File: src/rtl/alu_ctrl_pkg.sv
// Shared definitions for the queued ALU control decoder: encodings, ALUOp values, entry layout.
package alu_ctrl_pkg;

  localparam logic [3:0] ALU_AND  = 4'b0000;
  localparam logic [3:0] ALU_OR   = 4'b0001;
  localparam logic [3:0] ALU_ADD  = 4'b0010;
  localparam logic [3:0] ALU_XOR  = 4'b0011;
  localparam logic [3:0] ALU_SLL  = 4'b0100;
  localparam logic [3:0] ALU_SRL  = 4'b0101;
  localparam logic [3:0] ALU_SUB  = 4'b0110;
  localparam logic [3:0] ALU_SRA  = 4'b0111;
  localparam logic [3:0] ALU_NONE = 4'b1111;

  typedef enum logic [1:0] {
    ALUOP_LDST  = 2'b00,
    ALUOP_LUI   = 2'b01,
    ALUOP_RTYPE = 2'b10,
    ALUOP_ITYPE = 2'b11
  } aluop_e;

  localparam logic [6:0] F7_BASE = 7'b0000000;
  localparam logic [6:0] F7_ALT  = 7'b0100000;

  // Stored tag width; the queue's TAG_W parameter must match it.
  localparam int ENTRY_TAG_W = 6;

  typedef struct packed {
    logic [3:0]             alu_ctrl;
    logic                   mem_size;
    logic                   illegal;
    logic [ENTRY_TAG_W-1:0] tag;
  } entry_t;

  localparam entry_t ENTRY_RESET = '{alu_ctrl: ALU_NONE, mem_size: 1'b0, illegal: 1'b0, tag: '0};

endpackage

File: src/rtl/alu_ctrl_decode.sv
// Per-lane combinational decode of ALUOp/funct3/funct7 into a queue entry.
// Define ALUCTL_EXT_OPS_EN to decode AND/OR/SLL/SRL/SRA extensions.
module alu_ctrl_decode
  import alu_ctrl_pkg::*;
(
  input  logic [1:0]             i_alu_op,
  input  logic [2:0]             i_funct3,
  input  logic [6:0]             i_funct7,
  input  logic [ENTRY_TAG_W-1:0] i_tag,
  output entry_t                 o_entry
);

  // R/I-type legality follows from whether any encoding was selected.
  always_comb begin
    o_entry     = ENTRY_RESET;
    o_entry.tag = i_tag;
    case (i_alu_op)
      ALUOP_LDST: begin
        o_entry.alu_ctrl = ALU_ADD;
        o_entry.mem_size = (i_funct3 == 3'b010);
      end
      ALUOP_RTYPE: begin
        case (i_funct3)
          3'b000: begin
            if (i_funct7 == F7_BASE)     o_entry.alu_ctrl = ALU_ADD;
            else if (i_funct7 == F7_ALT) o_entry.alu_ctrl = ALU_SUB;
          end
          3'b100: o_entry.alu_ctrl = ALU_XOR;
`ifdef ALUCTL_EXT_OPS_EN
          3'b111: o_entry.alu_ctrl = ALU_AND;
          3'b110: o_entry.alu_ctrl = ALU_OR;
          3'b001: if (i_funct7 == F7_BASE) o_entry.alu_ctrl = ALU_SLL;
          3'b101: begin
            if (i_funct7 == F7_BASE)     o_entry.alu_ctrl = ALU_SRL;
            else if (i_funct7 == F7_ALT) o_entry.alu_ctrl = ALU_SRA;
          end
`endif
          default: ;
        endcase
        o_entry.illegal = (o_entry.alu_ctrl == ALU_NONE);
      end
      ALUOP_ITYPE: begin
        case (i_funct3)
          3'b000: o_entry.alu_ctrl = ALU_ADD;
          3'b110: o_entry.alu_ctrl = ALU_OR;
          3'b100: o_entry.alu_ctrl = ALU_XOR;
`ifdef ALUCTL_EXT_OPS_EN
          3'b111: o_entry.alu_ctrl = ALU_AND;
          3'b001: o_entry.alu_ctrl = ALU_SLL;
          3'b101: begin
            if (i_funct7 == F7_BASE)     o_entry.alu_ctrl = ALU_SRL;
            else if (i_funct7 == F7_ALT) o_entry.alu_ctrl = ALU_SRA;
          end
`else
          3'b101: o_entry.alu_ctrl = ALU_SRA;
`endif
          default: ;
        endcase
        o_entry.illegal = (o_entry.alu_ctrl == ALU_NONE);
      end
      default: ;
    endcase
  end

endmodule

File: src/rtl/alu_ctrl_queue.sv
// Multi-lane decode queue: compacts valid lanes into a circular buffer, issues one entry per cycle.
// Decode extensions are enabled by defining ALUCTL_EXT_OPS_EN.
module alu_ctrl_queue
  import alu_ctrl_pkg::*;
#(
  parameter int LANES = 2,
  parameter int DEPTH = 8,
  parameter int TAG_W = ENTRY_TAG_W
) (
  input  logic               clk,
  input  logic               rst_n,
  input  logic               flush,
  input  logic [LANES-1:0]   in_valid,
  output logic               in_ready,
  input  logic [2*LANES-1:0] in_alu_op,
  input  logic [3*LANES-1:0] in_funct3,
  input  logic [7*LANES-1:0] in_funct7,
  input  logic [TAG_W*LANES-1:0] in_tag,
  output logic               out_valid,
  input  logic               out_ready,
  output logic [3:0]         out_alu_ctrl,
  output logic               out_mem_size,
  output logic               out_illegal,
  output logic [TAG_W-1:0]   out_tag,
  output logic [7:0]         err_count
);

  localparam int PTR_W = $clog2(DEPTH);
  localparam int CNT_W = $clog2(DEPTH + 1);
  localparam logic [CNT_W-1:0] READY_MAX = CNT_W'(DEPTH - LANES);

  if (TAG_W != ENTRY_TAG_W) begin : g_tag_w_check
    $error("alu_ctrl_queue: TAG_W must equal alu_ctrl_pkg::ENTRY_TAG_W");
  end

  entry_t           w_lane [LANES];
  entry_t           r_mem  [DEPTH];
  entry_t           w_head;
  logic [PTR_W-1:0] r_rdPtr;
  logic [PTR_W-1:0] r_wrPtr;
  logic [CNT_W-1:0] r_count;
  logic [7:0]       r_errCount;
  logic [PTR_W-1:0] w_wrIdx [LANES];
  logic [CNT_W-1:0] w_enqN;
  logic [CNT_W-1:0] w_illN;
  logic [8:0]       w_errSum;
  logic             w_enq;
  logic             w_deq;

  for (genvar g = 0; g < LANES; g++) begin : g_lane
    alu_ctrl_decode u_decode (
      .i_alu_op (in_alu_op[2*g +: 2]),
      .i_funct3 (in_funct3[3*g +: 3]),
      .i_funct7 (in_funct7[7*g +: 7]),
      .i_tag    (in_tag[TAG_W*g +: TAG_W]),
      .o_entry  (w_lane[g])
    );
  end

  // Each valid lane lands at wr_ptr plus the number of valid lanes below it.
  always_comb begin
    w_enqN = '0;
    w_illN = '0;
    for (int i = 0; i < LANES; i++) begin
      w_wrIdx[i] = r_wrPtr + PTR_W'(w_enqN);
      if (in_valid[i]) begin
        w_enqN = w_enqN + CNT_W'(1);
        if (w_lane[i].illegal) w_illN = w_illN + CNT_W'(1);
      end
    end
  end

  assign in_ready  = (r_count <= READY_MAX);
  assign out_valid = (r_count != '0);
  assign w_enq     = in_ready & (|in_valid) & ~flush;
  assign w_deq     = out_valid & out_ready & ~flush;
  assign w_errSum  = {1'b0, r_errCount} + 9'(w_illN);

  always_ff @(posedge clk) begin
    if (!rst_n) begin
      r_rdPtr    <= '0;
      r_wrPtr    <= '0;
      r_count    <= '0;
      r_errCount <= '0;
    end else if (flush) begin
      r_rdPtr <= '0;
      r_wrPtr <= '0;
      r_count <= '0;
    end else begin
      if (w_enq) begin
        r_wrPtr    <= r_wrPtr + PTR_W'(w_enqN);
        r_errCount <= (w_errSum > 9'd255) ? 8'd255 : w_errSum[7:0];
      end
      if (w_deq) r_rdPtr <= r_rdPtr + PTR_W'(1);
      r_count <= r_count + (w_enq ? w_enqN : '0) - CNT_W'(w_deq);
    end
  end

  always_ff @(posedge clk) begin
    if (rst_n && w_enq) begin
      for (int i = 0; i < LANES; i++) begin
        if (in_valid[i]) r_mem[w_wrIdx[i]] <= w_lane[i];
      end
    end
  end

  assign w_head       = out_valid ? r_mem[r_rdPtr] : ENTRY_RESET;
  assign out_alu_ctrl = w_head.alu_ctrl;
  assign out_mem_size = w_head.mem_size;
  assign out_illegal  = w_head.illegal;
  assign out_tag      = w_head.tag;
  assign err_count    = r_errCount;

endmodule

File: config.mk
export PLATFORM = sky130hd
export DESIGN_NAME = alu_ctrl_queue
export DESIGN_NICKNAME = d
export VERILOG_FILES = /design/src/rtl/alu_ctrl_pkg.sv /design/src/rtl/alu_ctrl_decode.sv /design/src/rtl/alu_ctrl_queue.sv
export SDC_FILE = /design/constraint.sdc
export NUM_CORES = 1
export LEC_CHECK = 0
export CAP_MARGIN = 20
export CORE_ASPECT_RATIO = 0.7
export CORE_MARGIN = 4
export CORE_UTILIZATION = 25
export DETAILED_ROUTE_END_ITERATION = 12
export PLACE_DENSITY = 0.38
export SLEW_MARGIN = 20
export SYNTH_ARGS = -nofsm -noshare
export SYNTH_HDL_FRONTEND = slang
export SYNTH_SLANG_ARGS = --single-unit
File: constraint.sdc
create_clock -name clk -period 5.2 [get_ports clk]
set_input_delay 1.3 -clock clk [delete_from_list [all_inputs] [get_ports clk]]
set_output_delay 1.3 -clock clk [all_outputs]
set_load 0.005 [all_outputs]
==> reports/results.tsv, run 1 <==
metric	value	unit
result of the run	complete, no violations	
synth warn	0	
synthesized area per cell	13.6	um2
Max-Slew Margin vs Limit	25.3	%
Tmin final	4.51	ns
setup total negative slack	0	ns
grt ovf	0	
worst slew pin tran	1.12	ns
post-synthesis cell type count	63	
post-synthesis sequential area ratio	51.0	%
Vias/cell	4.75	
WL per Instance	20.9	um
final hold vios	0	
row count	48	
pwr dens	309	nW/um2
Hold WS	0.488	ns
startpoint types	input pin	
non-filler instance count after layout	901	
antenna-violating nets left	0	
Peak Freq	0.222	GHz
Setup Buffers After CTS	0	
CP required	5.53	ns
Worst Path Max Fanout	10	
port bufs	63	
first-pass GRT wire length	28000	um
Leakage	2.87	nW
Fillers	2478	
first drt pass iteration count	4	
mapped cell area	6480	um2
clk sinks	117	
Reg clk slew, reported paths	0.06	ns
Worst-Skew Late Latency	0.41	ns
busiest grt layer	met2	
WP data arrival	4.83	ns
via count	4280	
cells after synthesis	476	
drt total wl	18800	um
dominant synthesized flop cell	edfxtp_1	
Tot GR Track Use	13.3	%
Die ar.	28600	um2
endpoint type of the worst setup path	flip-flop	
Placed Cells	869	
PnR worst setup slack	0.694	ns
Starting Density	25.9	%
post-DP HPWL	12900	um
Global Route met2 Usage	20.4	%
max cap viols	0	
nets	624	
Slew Viols, Final	0	
CP Class	in2reg	
CTS max path bufs	2	
Final Setup Violations	0	
DIE HEIGHT	143	um
unrepaired setup endpoints after global routing	false	
CTS-repair resized insts	0	
# hold bufs at CTS	0	
drt drc	0	
die width	200	um
H-tree depth	4	
Mapped Nets	537	
dpl ws	0.295	ns
Peak supply drop	0.000176	V
initial antenna violation count	0	
core outline area	25000	um2
TritonCTS clock tree	done	
largest net degree at the start of global routing	25	
root buf cell	clkbuf_16	
Layout Skew	0.0135	ns
fraction of layout cells with a size suffix above 1	24.1	%
P&R area growth vs syn	26.0	%
Async SR Flop Fraction	0	%
flip-flop and latch count after synthesis	117	
Power Total	0.00252	W
Tcrit/Tclk final	86.7	%
Antenna Cells	0	
grt met3 use	3.13	%
CTS Buf Count	17	
hold crit path type	reg2reg	
GP Congestion	0.753	
vias in the first global route	4338	
Starting DRT DRC Count	369	
GR met1 Demand/Resource	19.2	%
# IOs	64	
number of synthesized flops with an enable pin	96	
[placed cells by master (no fill, tap or decap), types with 3 or more instances in the layout]
master	n
o21ai_1	6
nand3_1	5
mux2_1	6
xor2_1	4
nand2_1	22
nor3_1	10
and2_1	3
o21ai_0	4
o22ai_1	3
nand4_1	6
edfxtp_1	96
mux2i_1	61
a21o_1	3
nand2b_1	4
mux2_4	3
ha_1	16
clkdlybuf4s50_1	63
mux2_2	39
clkinv_2	5
a21oi_1	8
buf_4	29
inv_1	18
mux4_2	24
dfxtp_1	20
clkbuf_16	18
nor2_1	32
o21bai_1	4
nor4_1	6
clkbuf_1	4
fa_1	3
[metal layers]
layer	vias up	share of wire [%]
met5	-	0
li1	2026	-
met4	0	0.68
met3	6	2.7
met2	70	45
met1	2178	52
[logic make-up (layout without fill, tap and decap cells)]
group / after synthesis / in the layout / share of synthesized area [%]
compound gates: 45 / 45 / 4.64
xor+xnor: 6 / 6 / 0.811
mux: 133 / 133 / 26.3
fa+ha+maj: 19 / 19 / 4.02
buf+inv: 43 / 143 / 3.28
flops: 117 / 117 / 51.0
simple gates: 113 / 113 / 9.95
[through the flow]
stage	util, %	instance area, um2
6_report	32.6	8160
5_1_grt	32.6	8160
4_1_cts	32.6	8150
3_5_place_dp	30.3	7600
3_3_place_gp	30.3	7600
2_1_floorplan	-	6480
[power breakdown]
part           total, W  internal [W]  switching [W]
clock           0.00112      0.000695       0.000421
sequential      0.00105       0.00104      0.0000112
combinational  0.000360      0.000173       0.000187
total           0.00252       0.00190       0.000620
[synthesized netlist by cell type (5+ instances only)]
master,number,share of area [%]
clkbuf_1,8,0.46
o21ai_1,6,0.46
buf_2,7,0.54
nand3_1,5,0.39
mux2_2,39,6.8
mux4_2,24,8.3
dfxtp_1,21,6.5
nor2_1,32,1.9
nor4_1,7,0.68
inv_1,18,1.0
a21oi_1,8,0.62
mux2i_1,61,9.4
mux2_1,6,1.0
ha_1,16,3.1
nor3_1,11,0.85
edfxtp_1,96,45
nand2_1,22,1.3
nand4_1,6,0.58
[worst max-delay path: stages]
cell and delay (ns):
clkdlybuf4s50_1 0.40, nor4_1 0.47, a221oi_1 0.18, nand2_1 0.35, nor2_1 0.09, ha_1 0.28, nand2_1 0.05, o31ai_1 0.08
ha_1 0.26, fa_1 0.28, nand4b_1 0.12, nor4_1 0.55, a21oi_1 0.16, a311oi_1 0.25
[layout make-up]
type                       instances  area, um2  share of cell area, %
clock buffer                      23        479                   5.87
clock inverter                     9       76.3                  0.936
inverter                          19       71.3                  0.874
multi-input combinational        316       2970                   36.4
sequential                       117       3300                   40.5
tap                              325        407                   4.98
timing repair buffer              92        848                   10.4
[worst paths after layout]
| path | slack, ns | startpoint | end | cells after the start |
|---|---|---|---|---|
| max | 0.69 | in_funct7[1] | err_count[6] | 14 |
| min | 0.49 | r_rdPtr[1] | flip-flop | 2 |
| max reg2reg | 2.32 | r_count[2] | r_count[2] | 14 |
| min reg2reg | 0.49 | r_rdPtr[1] | flip-flop | 2 |
[registers in the layout, indices dropped and copies added (netlist names), named ones only]
register,flops
r_mem,96
err_count,8
r_count,4
r_rdPtr,3
r_wrPtr,3
Note: power is estimated with default switching activity, not from simulation.
==> run 2: changes to the inputs <==
==> constraint.sdc (replaced) <==
create_clock -name clk -period 5.2 [get_ports clk]
set_input_delay 0.78 -clock clk [delete_from_list [all_inputs] [get_ports clk]]
set_output_delay 0.78 -clock clk [all_outputs]
set_load 0.005 [all_outputs]
==> reports/results.tsv, run 2 (synthesis gave the netlist of run 1 again) <==
metric	value	unit
result of the run	complete, no violations	
Tmin final	3.98	ns
Slew Viols, Final	0	
worst hold path depth	2	
r2r endpoint	r_mem[2][11]	
CTS max path bufs	2	
post-DP HPWL	12900	um
Power Total	0.00257	W
DIE HEIGHT	143	um
WP data arrival	4.32	ns
CTS-repair resized insts	0	
row count	48	
final hold vios	0	
Antenna Cells	0	
cells along the critical path	clkdlybuf4s50_1 > nor4_1 > a221oi_1 > nand2_1 > nor2_1 > ha_1 > nand2_1 > o31ai_1 > ha_1 > fa_1 > nand4b_1 > nor4_1 > a21oi_1 > a311oi_1	
hold crit path type	reg2reg	
Worst-Skew Late Latency	0.42	ns
PnR worst setup slack	1.22	ns
Int Power	0.00195	W
via count	4295	
initial antenna violation count	0	
# hold bufs at CTS	0	
Peak Freq	0.251	GHz
core outline area	25000	um2
Reg power frac	40.9	%
die width	200	um
Starting DRT DRC Count	195	
Leakage	2.84	nW
max reg flops	96	
non-filler instance count after layout	892	
worst slew pin tran	1.09	ns
setup total negative slack	0	ns
drt total wl	19000	um
Sw Ratio	24.2	%
antenna-violating nets left	0	
dpl ws	0.834	ns
Comb power frac	13.9	%
root buf cell	clkbuf_16	
endpoint type of the worst setup path	flip-flop	
first-pass GRT wire length	28500	um
max incr delay on CP	0.53	ns
WL per Instance	21.2	um
Peak supply drop	0.000203	V
Clk pwr share	45.2	%
port bufs	63	
unrepaired setup endpoints after global routing	false	
worst reg2reg setup slack	2.19	ns
Die ar.	28600	um2
largest net degree at the start of global routing	25	
FF-to-FF Start	r_count[3]	
Slowest cell on crit path	nor4_1	
CP Class	in2reg	
CTS Buf Count	17	
Setup Buffers After CTS	0	
Placed Cells	861	
grt ovf	0	
Reg clk slew, reported paths	0.06	ns
# IOs	64	
Vias/cell	4.82	
critical hold path startpoint	r_rdPtr[1]	
Final Setup Violations	0	
TritonCTS clock tree	done	
P&R area growth vs syn	25.4	%
CP required	5.54	ns
max cap viols	0	
Layout Skew	0.00776	ns
Starting Density	25.9	%
first drt pass iteration count	4	
drt drc	0	
Tcrit/Tclk final	76.6	%
pwr dens	316	nW/um2
startpoint types	input pin	
GP Congestion	0.760	
commonest non-fill, non-tap cell in the layout	edfxtp_1	
Worst Path Max Fanout	10	
Tot GR Track Use	13.3	%
switching power	0.000621	W
Fillers	2498	
Max-Slew Margin vs Limit	27.2	%
vias in the first global route	4530	
post-layout util	32.4	%
H-tree depth	4	
nets	616	
clk sinks	117	
leading cell types in the layout, fill and taps excluded	edfxtp_1 (96), clkdlybuf4s50_1 (63), mux2i_1 (61), mux2_2 (39), nor2_1 (32)	
fraction of layout cells with a size suffix above 1	23.1	%
reg2reg path depth	7	
run 2: critical path: cells and delay by family:
kind	cells	cell delay [ns]
simple gates	6	1.67
fa+ha+maj	3	0.80
compound gates	4	0.67
buf+inv	1	0.40
run 2: worst max path at each step:
stage / to / cells past startpoint / startpoint
6_report: err_count[6] / 14 / in_funct7[1]
5_1_grt: err_count[6] / 14 / in_funct7[1]
4_1_cts: err_count[6] / 14 / in_funct7[1]
3_5_place_dp: err_count[6] / 14 / in_funct7[1]
3_3_place_gp: err_count[7] / 12 / in_funct7[1]
2_1_floorplan: err_count[7] / 11 / in_funct7[1]
run 2: power by group through the flow:
stage | registers, W | logic, W | clock network, W
2_1_floorplan | 0.00106 | 0.000196 | 0
3_3_place_gp | 0.00107 | 0.000360 | 0
3_5_place_dp | 0.00107 | 0.000362 | 0
4_1_cts | 0.00105 | 0.000364 | 0.00119
5_1_grt | 0.00105 | 0.000393 | 0.00123
6_report | 0.00105 | 0.000357 | 0.00116
run 2: metal layers:
layer | track usage (%) | share of wire (%)
met5 | 0 | 0
met3 | 2.70 | 3.2
met4 | 4.38 | 1.5
met2 | 21.3 | 46
met1 | 18.4 | 50
run 2: per-stage QoR:
step | hold WS [ns] | cell area [um2]
global placement | 0.463 | 7540
CTS | 0.501 | 8120
finish | 0.492 | 8120
detailed placement | 0.493 | 7550
global route | 0.511 | 8120
floorplan | 0.454 | 6480
run 2: final cells by class:
cell class	count	area (um2)	share of cell area (%)
Timing Repair Buffer	84	788	9.70
Sequential cell	117	3300	40.7
Clock buffer	19	433	5.33
Clock inverter	12	136	1.68
Multi-Input combinational cell	316	2980	36.7
Tap cell	325	407	5.01
Inverter	19	71.3	0.878
==> run 3: changes to the inputs <==
--- a/config.mk
+++ b/config.mk
@@ -10,7 +10,7 @@
 export CORE_MARGIN = 4
 export CORE_UTILIZATION = 25
 export DETAILED_ROUTE_END_ITERATION = 12
-export PLACE_DENSITY = 0.38
+export PLACE_DENSITY = 0.4
 export SLEW_MARGIN = 20
 export SYNTH_ARGS = -nofsm -noshare
 export SYNTH_HDL_FRONTEND = slang
==> constraint.sdc (replaced) <==
create_clock -name clk -period 3.4 [get_ports clk]
set_input_delay 0.51 -clock clk [delete_from_list [all_inputs] [get_ports clk]]
set_output_delay 0.51 -clock clk [all_outputs]
set_load 0.005 [all_outputs]
==> reports/results.tsv, run 3 (synthesis gave the netlist of run 1 again) <==
metric	value	unit
WL per Instance	19.4	um
clk sinks	117	
commonest non-fill, non-tap cell in the layout	edfxtp_1	
Antenna Cells	0	
leading cell types in the layout, fill and taps excluded	edfxtp_1 (96), buf_4 (72), clkdlybuf4s50_1 (63), mux2i_1 (61), mux2_2 (39)	
drt total wl	18400	um
fraction of layout cells with a size suffix above 1	30.6	%
Die ar.	28600	um2
Worst Path Max Fanout	5	
result of the run	complete, no violations	
core outline area	25000	um2
CP Class	in2reg	
via count	4533	
root buf cell	clkbuf_16	
nets	669	
endpoint type of the worst setup path	flip-flop	
Slew Viols, Final	0	
Power Total	0.00396	W
vias in the first global route	4748	
CTS Buf Count	17	
hold crit path type	reg2reg	
CP required	3.72	ns
drt drc	0	
Vias/cell	4.79	
first-pass GRT wire length	28600	um
worst slew pin tran	0.691	ns
# hold bufs at CTS	0	
Setup Buffers After CTS	0	
die width	200	um
Tot GR Track Use	13.3	%
Starting DRT DRC Count	273	
DIE HEIGHT	143	um
Leakage	3.09	nW
row count	48	
Placed Cells	914	
PnR worst setup slack	0.204	ns
Starting Density	25.9	%
largest net degree at the start of global routing	25	
Final Setup Violations	0	
TritonCTS clock tree	done	
first drt pass iteration count	5	
Tmin final	3.20	ns
antenna-violating nets left	0	
H-tree depth	4	
Tcrit/Tclk final	94.0	%
Fillers	2460	
Worst-Skew Late Latency	0.43	ns
GP Congestion	0.775	
Hold WS	0.484	ns
max cap viols	0	
Multi-input gate area	2990	um2
grt ovf	0	
worst reg2reg setup slack	0.52	ns
post-DP HPWL	13500	um
Layout Skew	0.00967	ns
initial antenna violation count	0	
startpoint types	input pin	
# IOs	64	
WP data arrival	3.52	ns
Reg clk slew, reported paths	0.06	ns
Peak Freq	0.313	GHz
Peak supply drop	0.000322	V
register area	3300	um2
dpl ws	-0.408	ns
max reg flops	96	
Max-Slew Margin vs Limit	53.9	%
P&R area growth vs syn	32.2	%
pwr dens	463	nW/um2
final hold vios	0	
non-filler instance count after layout	946	
CTS max path bufs	2	
port bufs	63	
==> run 3: changes by cell type in the layout (fill, tap and decap cells not counted), moves of 3 or more <==
cell / change
clkinv_1: -4
nor4_1: -3
clkinvlp_4: +5
nor4_2: +3
o21bai_2: -3
buf_4: +51
o21bai_1: +3
==> run 3: what timing repair did <==
action                                 4_1_cts  5_1_grt
gates resized for setup                      0        4
endpoints found under the hold margin        0        0
setup endpoints to repair                    0        3
==> run 3: final timing paths <==
path              depth (start not counted)         start            to
setup / recovery                         12  in_funct3[4]  err_count[7]
hold / removal                            2    r_rdPtr[1]    r_rdPtr[1]
setup reg to reg                          7    r_count[3]   r_mem[0][4]
hold reg to reg                           2    r_rdPtr[1]    r_rdPtr[1]
==> run 3: critical path, cell delays in order <==
cell             delay [ns]
clkdlybuf4s50_1        0.44
nor4_1                 0.35
a221oi_1               0.16
nand2_1                0.17
inv_1                  0.06
ha_1                   0.28
nand2_1                0.07
o31ai_1                0.07
ha_1                   0.21
fa_1                   0.45
or3b_2                 0.49
o221a_2                0.25
==> run 3: power breakdown <==
group          switching [W]  internal [W]  leakage, nW
Sequential         0.0000166       0.00158         1.05
Clock               0.000705       0.00108        0.268
Combinational       0.000287      0.000293         1.77
Total                0.00101       0.00295         3.09
==> run 3: area by class of cell <==
cell class / count / share of cell area, %
clock inverter: 15 / 1.81
inverter: 19 / 0.833
tap: 325 / 4.75
clock buffer: 17 / 4.97
sequential: 117 / 38.6
multi-input combinational: 316 / 34.9
timing repair buffer: 137 / 14.1
==> run 3: metrics by stage <==
step                      instance area [um2]  utilization (%)  setup TNS, ns
final                                    8560             34.2              0
after global routing                     8560             34.2        -0.0282
after CTS                                8540             34.1              0
after detailed placement                 7960             31.8          -2.68
after global placement                   7960             31.8          -2.56
after floorplan                          6480                -              0
==> run 3: per-layer routing <==
| layer | vias up | share of wire (%) | global-route usage, % |
|---|---|---|---|
| li1 | 2118 | - | - |
| met1 | 2295 | 47 | 17.9 |
| met2 | 104 | 48 | 21.6 |
| met3 | 16 | 3.5 | 3.31 |
| met4 | 0 | 0.85 | 3.69 |
| met5 | - | 0 | 0 |
==> RTL edit: new RTL, flow settings as in run 1 <==
Build with the macro `ALUCTL_EXT_OPS_EN` defined.
--- a/src/rtl/alu_ctrl_decode.sv
+++ b/src/rtl/alu_ctrl_decode.sv
@@ -2,2 +2,4 @@
 // Define ALUCTL_EXT_OPS_EN to decode AND/OR/SLL/SRL/SRA extensions.
+`define ALUCTL_EXT_OPS_EN
+
 module alu_ctrl_decode
Check against the original RTL: not equivalent (a bounded check fails within 4 cycles, from zero or initial values and one cycle with rst_n low).
==> RTL edit against run 1 <==
  * Die area increased by 3.1%
  * Final area is 2.3% higher
  * Worst setup slack improved by 0.013 ns
  * Sequential cell count unchanged
  * Routed wire length increased by 3.7%
  * Area after synthesis increased by 3.2%
  * Clock skew is 0.0066 ns lower
  * Power is 2.4% higher
  * Worst hold slack worse by 0.015 ns
  * Synthesized cell count increased by 16%
  * Sequential power is essentially flat
==> RTL edit: results (changes against run 1) <==
Status
Run status: completed (unchanged).

Critical path
The worst-path cell with the longest stage delay is sky130_fd_sc_hd__o2111ai_1 (was sky130_fd_sc_hd__nor4_1). The family of cells with the greatest summed delay on the critical path is adder cells (was simple AND/OR/NAND/NOR gates). The endpoint arrival time on the critical path came to 4.79 ns (was 4.83 ns). The worst-case reg-to-reg path depth is 7 (was 14).

Timing
The headroom to the max-slew limit is 32.0% (was 25.3%). The final clock skew is 0.00695 ns (was 0.0135 ns).

Finish
The proportion of final cell area spent on non-clock buffers was 9.99% (was 10.4%). The multi-input logic cell count is 381 (was 316). The utilization of the core after routing is 32.1% (was 32.6%). The net total in the final layout is 691 (was 624). The relative area of clock buffers and inverters in the final design is 6.84% (was 6.81%).

The count of inverters other than clock inverters in the layout is 23 (was 19). The number of non-clock buffers is 90 (was 92). The area added between synthesis and finish came to 24.8% (was 26.0%). The number of fill cells is 2,667 (was 2,478). The flip-flop and latch share of the layout cell area is 39.6% (was 40.5%). The share of post-route cells with drive strength above 1 is 20.8% (was 24.1%).

Drt
The total via count in the routed design is 4,632 (was 4,280). The ratio of routed vias to standard cells is 4.63 (was 4.75). The average wire per standard cell came to 19.5 µm (was 20.9 µm). The total DRC errors in the routed layout is 0 (unchanged). The detailed router's first-iteration violation count is 321 (was 369). The number of detailed-routing iterations run before antenna repair is 4 (unchanged).

Placed design
The final RePlAce weighted congestion was 0.743 (was 0.753). The half-perimeter wire length after placement was 13.6 mm (was 12.9 mm). The instance area after placement was 7770 µm² (was 7600 µm²). The number of placed instances with taps included is 968 (was 869). The post-placement setup slack was 0.338 ns (was 0.295 ns).

Power and ir drop
The power per cell area came to 310 nW/µm² (was 309 nW/µm²). The peak supply drop was 0.000138 V (was 0.000176 V). The leakage power is 2.84 nW (was 2.87 nW).

GRT
The via count of the first global-routing pass is 4,677 (was 4,338). The overall fraction of global-route tracks in use came to 13.9% (was 13.3%). The global-route wire length before repair is 29.8 mm (was 28.0 mm).

Synthesis
The synthesized instance count is 551 (was 476). Top cells by count, synth: sky130_fd_sc_hd__edfxtp_1, sky130_fd_sc_hd__nand2_1, sky130_fd_sc_hd__nor2_1, sky130_fd_sc_hd__mux2i_1, sky130_fd_sc_hd__mux2_2 (was sky130_fd_sc_hd__edfxtp_1, sky130_fd_sc_hd__mux2i_1, sky130_fd_sc_hd__mux2_2, sky130_fd_sc_hd__nor2_1, sky130_fd_sc_hd__mux4_2). Most area-consuming cells after synthesis: sky130_fd_sc_hd__edfxtp_1, sky130_fd_sc_hd__mux4_2, sky130_fd_sc_hd__dfxtp_1 (was sky130_fd_sc_hd__edfxtp_1, sky130_fd_sc_hd__mux2i_1, sky130_fd_sc_hd__mux4_2). The post-synthesis cell type count is 59 (was 63).
==> RTL edit: changes by cell type in the layout (fill, tap and decap cells not counted), sizes merged, moves of 5 or more <==
cell	before	now
o21ai	10	5
nand2	22	62
clkbuf	23	18
nand4	6	0
a31oi	2	7
nor2	32	60
a21oi	8	33
mux2i	61	38
nand3	5	12
mux2	48	36
or3	2	7
==> RTL edit: power breakdown <==
group / internal [mW] / switching (mW) / total (mW)
Combinational: 0.178 / 0.209 / 0.387
Clock: 0.738 / 0.410 / 1.15
Sequential: 1.04 / 0.0113 / 1.05
==> RTL edit: worst paths after layout <==
| path | slack (ns) | startpoint | endpoint |
|---|---|---|---|
| worst min register to register | 0.47 | r_rdPtr[1] | flip-flop |
| worst max register to register | 2.18 | r_count[3] | r_mem[0][6] |
| worst max-delay path | 0.71 | in_funct3[4] | err_count[3] |
| worst min-delay path | 0.47 | r_rdPtr[1] | flip-flop |
==> RTL edit: cells by family (layout without fill, tap and decap cells) <==
| group | after synthesis | in the layout | share of synthesized area [%] |
|---|---|---|---|
| DFF | 117 | 117 | 49.4 |
| and+or+nand+nor | 182 | 182 | 14.3 |
| xor gates and xnor gates | 7 | 7 | 0.917 |
| adders and majority gates | 19 | 19 | 3.89 |
| buffers and inverters | 53 | 145 | 4.49 |
| AOI/OAI and AO/OA | 75 | 75 | 7.11 |
| muxes | 98 | 98 | 19.8 |
==> RTL edit: layer usage <==
metal	GRT usage, %	vias to the layer above	wire length, µm
met5	0	-	0
met1	19.5	2278	9410
li1	-	2222	-
met2	21.7	116	8830
met4	3.69	0	233
met3	3.16	16	1050
